<file path="config.mk">
export PLATFORM = sky130hd
export DESIGN_NAME = byte_serial_add_seq
export DESIGN_NICKNAME = d
export VERILOG_FILES = /design/src/rtl/byte_serial_add_seq.sv
export SDC_FILE = /design/constraint.sdc
export NUM_CORES = 1
export LEC_CHECK = 0
export ABC_AREA = 1
export CAP_MARGIN = 40
export CELL_PAD_IN_SITES_DETAIL_PLACEMENT = 1
export CELL_PAD_IN_SITES_GLOBAL_PLACEMENT = 1
export CORE_ASPECT_RATIO = 0.7
export CORE_UTILIZATION = 32
export DETAILED_ROUTE_END_ITERATION = 7
export MAX_ROUTING_LAYER = met4
export PLACE_DENSITY = 0.81
export SYNTH_ARGS = -nofsm -noshare
export SYNTH_HDL_FRONTEND = slang
export SYNTH_SLANG_ARGS = --single-unit
</file>
<file path="constraint.sdc">
create_clock -name clk -period 1.43 [get_ports clk]
set_input_delay 0.286 -clock clk [delete_from_list [all_inputs] [get_ports clk]]
set_output_delay 0.286 -clock clk [all_outputs]
set_load 0.01 [all_outputs]
</file>
<file path="src/rtl/byte_serial_add_seq.sv">
// Byte-serial multi-byte adder sequencer: feeds one operand byte per cycle to an
// external 8-bit adder slice, keeps the carry between bytes, and collects the sum.
module byte_serial_add_seq #(
    parameter int NBYTES       = 4,
    parameter int APPROX_BYTES = 2
) (
    input  logic                  clk,
    input  logic                  rst_n,
    input  logic                  in_valid,
    output logic                  in_ready,
    input  logic [8*NBYTES-1:0]   op_a,
    input  logic [8*NBYTES-1:0]   op_b,
    input  logic                  cin,
    input  logic                  approx_en,
    output logic [7:0]            add_in1,
    output logic [7:0]            add_in2,
    output logic                  add_cin,
    input  logic [7:0]            add_sum,
    input  logic                  add_cout,
    output logic                  out_valid,
    input  logic                  out_ready,
    output logic [8*NBYTES-1:0]   result,
    output logic                  result_cout
);

    localparam int IDXW = $clog2(NBYTES);
    localparam logic [IDXW-1:0] LAST_IDX = IDXW'(NBYTES - 1);

    // Bit i set means the carry into byte i is forced to zero in approximate mode.
    function automatic logic [NBYTES-1:0] build_approx_mask();
        logic [NBYTES-1:0] m;
        m = '0;
        for (int i = 1; i < NBYTES; i++) begin
            if (i <= APPROX_BYTES) m[i] = 1'b1;
        end
        return m;
    endfunction

    localparam logic [NBYTES-1:0] APPROX_MASK = build_approx_mask();

    typedef enum logic [1:0] {
        IDLE,
        RUN,
        DONE
    } state_t;

    state_t                    state;
    logic [IDXW-1:0]           idx;
    logic                      carry_reg;
    logic                      approx_reg;
    logic [NBYTES-1:0][7:0]    a_reg;
    logic [NBYTES-1:0][7:0]    b_reg;
    logic [NBYTES-1:0][7:0]    result_bytes;

    assign in_ready  = (state == IDLE);
    assign out_valid = (state == DONE);
    assign result    = result_bytes;

    // The adder inputs are held at zero outside RUN so the slice does not toggle.
    always_comb begin
        add_in1 = '0;
        add_in2 = '0;
        add_cin = 1'b0;
        if (state == RUN) begin
            add_in1 = a_reg[idx];
            add_in2 = b_reg[idx];
            add_cin = (approx_reg && APPROX_MASK[idx]) ? 1'b0 : carry_reg;
        end
    end

    always_ff @(posedge clk or negedge rst_n) begin
        if (!rst_n) begin
            state        <= IDLE;
            idx          <= '0;
            carry_reg    <= 1'b0;
            approx_reg   <= 1'b0;
            a_reg        <= '0;
            b_reg        <= '0;
            result_bytes <= '0;
            result_cout  <= 1'b0;
        end else begin
            case (state)
                IDLE: begin
                    if (in_valid) begin
                        a_reg      <= op_a;
                        b_reg      <= op_b;
                        approx_reg <= approx_en;
                        carry_reg  <= cin;
                        idx        <= '0;
                        state      <= RUN;
                    end
                end
                RUN: begin
                    result_bytes[idx] <= add_sum;
                    carry_reg         <= add_cout;
                    if (idx == LAST_IDX) begin
                        result_cout <= add_cout;
                        idx         <= '0;
                        state       <= DONE;
                    end else begin
                        idx <= idx + 1'b1;
                    end
                end
                DONE: begin
                    if (out_ready) state <= IDLE;
                end
                default: state <= IDLE;
            endcase
        end
    end

endmodule

</file>
; ---- After elaboration in Yosys (flattened, before gate mapping)
; Cells that the tools add are included.
; Widths: inputs -> output; s select.
[word_totals]
reg_bits = 103
out_inout_bits = 52
word_cells = 56
[op_classes]
n_mux = 22
n_eq_ne = 6
addsub = 1
n_reduce_logical = 8
n_lt_le_gt_ge = 2
[op_table]
columns = cell, count
row1 = $mux 8, 5
row2 = $bmux 8 s2, 2
row3 = $bwmux 32, 1
row4 = $demux 8 s2, 1
row5 = $mux 2, 5
row6 = $pmux 2 s3, 1
row7 = $reduce_and 2->1, 3
row8 = $eq 2x2->1 const B, 2
row9 = $mux 1, 4
row10 = $ne 2x1->1 const B, 2
row11 = $pmux 2 s2, 1
row12 = $lt 2x3->1 const B, 1
row13 = $reduce_and 3->1, 1
row14 = $add 2x1->2 const B, 1
row15 = $bmux 1 s2, 1
row16 = $eq 2x1->1 const B, 1
row17 = $ge 2x1->1 const B, 1
row18 = $logic_and 1x1->1, 2
row19 = $logic_not 2->1, 1
row20 = $ne 2x2->1 const B, 1
row21 = $pmux 1 s2, 1
row22 = $reduce_bool 2->1, 1

; ---- Depth between registers and ports, before layout
[logic_depth]
depth_word = 5
ltp_mapped = 8

; ---- Worst setup path before layout
; No wires, ideal clock.
[synth_path]
kind = register to output
start = register idx[1]
end = output add_cin
path_stages_with_launch = 6
slack_ns = -0.247
t_arrival_ns = 1.391
required_ns = 1.144
path_cell_list = dfrtp_1 > buf_2 > clkinv_1 > buf_2 > ha_1 > a21oi_1
[synth_between]
elab_chain_len = 5
[synth_lines]
columns = item, line_no
row1 = "start, declared", 48  ; logic [IDXW-1:0] idx;
row2 = "start signal, assigned", 101  ; idx <= idx + 1'b1;
row3 = $bmux 1 s2, 67  ; add_cin = (approx_reg && APPROX_MASK[idx]) ? 1'b0 : carry_reg;
row4 = $mux 1 (implied by the code), 67
row5 = $logic_and 1x1->1, 67
row6 = $mux 1, 67
row7 = $mux 1, 64  ; if (state == RUN) begin
row8 = "end, declared", 17  ; output logic add_cin,
; Every way passes these cells. The select of a mux whose other input is x is not followed.

; ---- Worst setup path in the final report
[layout_path]
start = register idx[0]
end = output add_in1[5]
[layout_between]
elab_chain_len = 3
[layout_lines]
columns = item, line_no
row1 = $bmux 8 s2, 65  ; add_in1 = a_reg[idx];
row2 = $mux 8 (implied by the code), 65
row3 = $mux 8, 64
row4 = "end, declared", 15  ; output logic [7:0] add_in1,
; Every way passes these cells. The select of a mux whose other input is x is not followed.

==> metrics.md <==
| Metric | Value |
|---|---|
| Detailed Place HPWL | 12,500 um |
| Register area | 2580 sq um |
| Primary FF master, synth | dfrtp_1 |
| # Max-Cap Violations | 0 |
| Failing checks | setup timing |
| Initial antenna violation count | 0 |
| Final ANT Viol Nets | 0 |
| GR Overflow Total | 0 |
| Pin count of the biggest net entering global routing | 58 |
| Die Y | 105 um |
| Root Driver | clkbuf_16 |
| Sink Count | 103 |
| Mean post-synth cell area | 8.90 sq um |
| Slowest library cell on the worst path | dfrtp_2 |
| Clk_lat worst skew | 370 ps |
| Post-synthesis sequential area ratio | 53.1% |
| Top cells by area, synth | dfrtp_1 (53%), nand2_1 (8.4%), a21oi_2 (7.9%), inv_1 (5.7%), nor2_1 (4.7%) |
| Warnings from Yosys | 0 |
| Synthesized area | 4850 sq um |
| Crit-path max cell delay | 490 ps |
| Setup slack at placement | -480 ps |
| Post-route setup slack | -540 ps |
| Vias in the first global route | 5,770 |
| Via count | 5,511 |
| CTS tree | done |
| WL final | 29,300 um |
| Initial Util | 32.8% |
| Slew @ Worst Pin | 739 ps |
| Final net count | 883 |
| Number of synthesized flops with an enable pin | 0 |
| Clock power frac | 11.4% |
| Hold Vio Cnt, Final | 0 |
| Crit path launch | idx[0] |
| Drt first pass iters | 7 |
| Worst flop-to-flop path startpoint | state[0] |
| Synth top cells by count | nand2_1 (108), dfrtp_1 (103), inv_1 (73), nor2_1 (61), a21oi_2 (44) |
| Syn Nets | 628 |
| Initial DRC Count | 375 |
| Total net switching power | 10.9 mW |
| Wire per inst | 29.3 um |
| Status | finished with violations |
| DRC viols | 0 |
| Tot GR Track Use | 33.9% |
| Crit path max-delay family | flip-flops |
| Critical Path RT | 1140 ps |
| Post-synth top area share | 53.1% |
| CTS H-Tree Depth | 3 |
| Finished Core Util | 62.5% |
| Max Clk Rate | 508 MHz |
| Setup-failing EPs final | 92 |
| Tmin final | 1970 ps |
| Most common cell in the netlist | nand2_1 |
| Clk buf depth | 2 |
| Pwr dens | 2550 nW/um^2 |
| Sw frac | 46.2% |
| Kind of critical path | reg -> out |
| Clock slew seen by the registers of the worst setup and hold paths | 80 ps |
| Worst VDD drop | 904 uV |
| Final period util | 138% |
| Core Rows | 37 |
| Worst Skew | 15.1 ps |
| Die ar. | 15,700 sq um |
| Die Wd | 149 um |
| Synth area leader | dfrtp_1 |
| Layout area overhead | 90.2% |
| Routed vias/inst | 5.51 |
| GPL Wtd Cong | 0.868 |
| Netlist cell types | 24 |
| Count of input and output buffers | 130 |
| Slew Limit Fails | 0 |
| Share of cells above drive strength 1 | 48.6% |
| RSZ-0062 raised after global routing | true |
| Yosys reg bits | 103 |
| Ordered list of cells on the worst path | buf_12 > buf_16 > nand2_2 > nand3_2 > a21oi_2 > buf_2 |
| Io pins | 131 |
| Number of buffers and inverters on the critical path | 3 |
| Layout fillers | 1,504 |
| Relative slew slack | 50.7% |
| Antenna diodes | 0 |
| CP Launch Type | flip-flop |
| Lkg Pwr | 4.28 nW |
| Asr flop ratio synth | 100% |
| P_int | 12.7 mW |
| CTS buffer count | 9 |
| Logic pwr share | 66.3% |
| Core area | 14,800 sq um |
| Critical Path AT | 1680 ps |
| Sequential power share | 22.3% |
| First-pass GRT wire length | 37,000 um |
| Critical Path Sink Type | primary output |
| Area occupied by multi-input gates | 2870 sq um |
| Syn Inst Count | 545 |
| Hold Path Class | in -> async |
| Critical Path Fanout Max | 8 |
[logic make-up after synthesis]
logic type	after synthesis	synth area share, %
simple gates	217	19.1
buf+inv	105	10.9
flops	103	53.1
fa+ha+maj	4	1.03
compound gates	116	15.8
[worst reg2reg max path, stage by stage (launching register included)]
cell and delay, ps:
dfrtp_2 460, buf_6 130, buf_6 120, nor2_4 120, buf_8 130, buf_12 120, nand2_8 130, buf_16 230
buf_12 150, a21oi_2 170
[placed cells by master, fill, tap and decap left out, types with 2 or more instances in the layout]
master           netlist  layout
buf_6                 13      18
nand3_4                0       3
buf_12                 0      24
inv_6                  1       2
a21oi_4                0      22
buf_2                  9      14
inv_4                  0       2
nand2_4                6      12
buf_4                  0      82
dfrtp_1              103     100
ha_2                   0       2
buf_8                  2       4
nand2_8                0       7
clkinvlp_4             0       3
inv_1                 73      72
a21oi_2               44      56
clkinv_4               0       2
nand3_2                0      21
buf_16                 0      14
nor2_2                 4       4
dlygate4sd2_1          0      34
nor2_1                61       2
nand2_2                0      14
clkdlybuf4s50_1        0      76
dfrtp_2                0       3
o21ai_1               28      27
ha_4                   0       2
nor2_4                 1      60
nand3_1               36      12
clkbuf_16              0      11
o21ai_2                5       7
a21oi_1               37       3
nand2_1              108      85
[power groups by stage]
stage / sequential [mW] / combinational, mW / clock [mW]
6_report: 5.24 / 15.6 / 2.69
5_1_grt: 5.31 / 16.0 / 2.77
4_1_cts: 4.96 / 12.3 / 2.56
3_5_place_dp: 4.99 / 9.60 / 0
3_3_place_gp: 4.88 / 9.11 / 0
2_1_floorplan: 5.04 / 4.60 / 0
[worst paths after layout]
check | end | slack [ps] | cells after the start
setup / recovery | add_in1[5] | -540 | 6
hold / removal | a_reg[13] | 330 | 2
setup reg to reg | b_reg[27] | -430 | 9
hold reg to reg | result[18] | 510 | 2
max in group asynchronous | state[0] | 440 | 3
min in group clk | b_reg[6] | 500 | 3
[routing by layer]
layer  GRT usage, %  part of all wire, %
met1           41.7                   40
met2           54.4                   47
met3           5.94                  5.9
met4           15.5                  6.6
met5              -                    0
[final cells by class]
type / count / area share [%]
clock buffers: 10 / 2.48
inverters: 76 / 3.26
clock inverters: 6 / 0.760
repair buffers: 269 / 31.8
well taps: 195 / 2.65
multi-input cells: 341 / 31.1
flip-flops and latches: 103 / 28.0
[timing repair]
action                                 in CTS  in global routing
setup endpoints to repair                 109                122
pin swaps                                  35                 66
buffers inserted                           20                 16
endpoints found under the hold margin      17                  0
gates resized for setup                   298                132
hold buffers                                1                  0
cloned                                     20                  3
[stage by stage]
step | cells | total power, mW | setup TNS [ps] | hold slack, ps | cell area [sq um]
after detailed placement | 932 | 14.6 | -11160 | 187 | 6940
after floorplan | 545 | 9.64 | 0 | -9.59 | 4890
after global routing | 1000 | 24.1 | -31840 | 352 | 9220
after global placement | 932 | 14.0 | -8990 | 181 | 6940
after CTS | 989 | 19.8 | -20380 | 352 | 8550
final | 1000 | 23.5 | -30530 | 330 | 9220
Power figures use the tool's default switching activity.
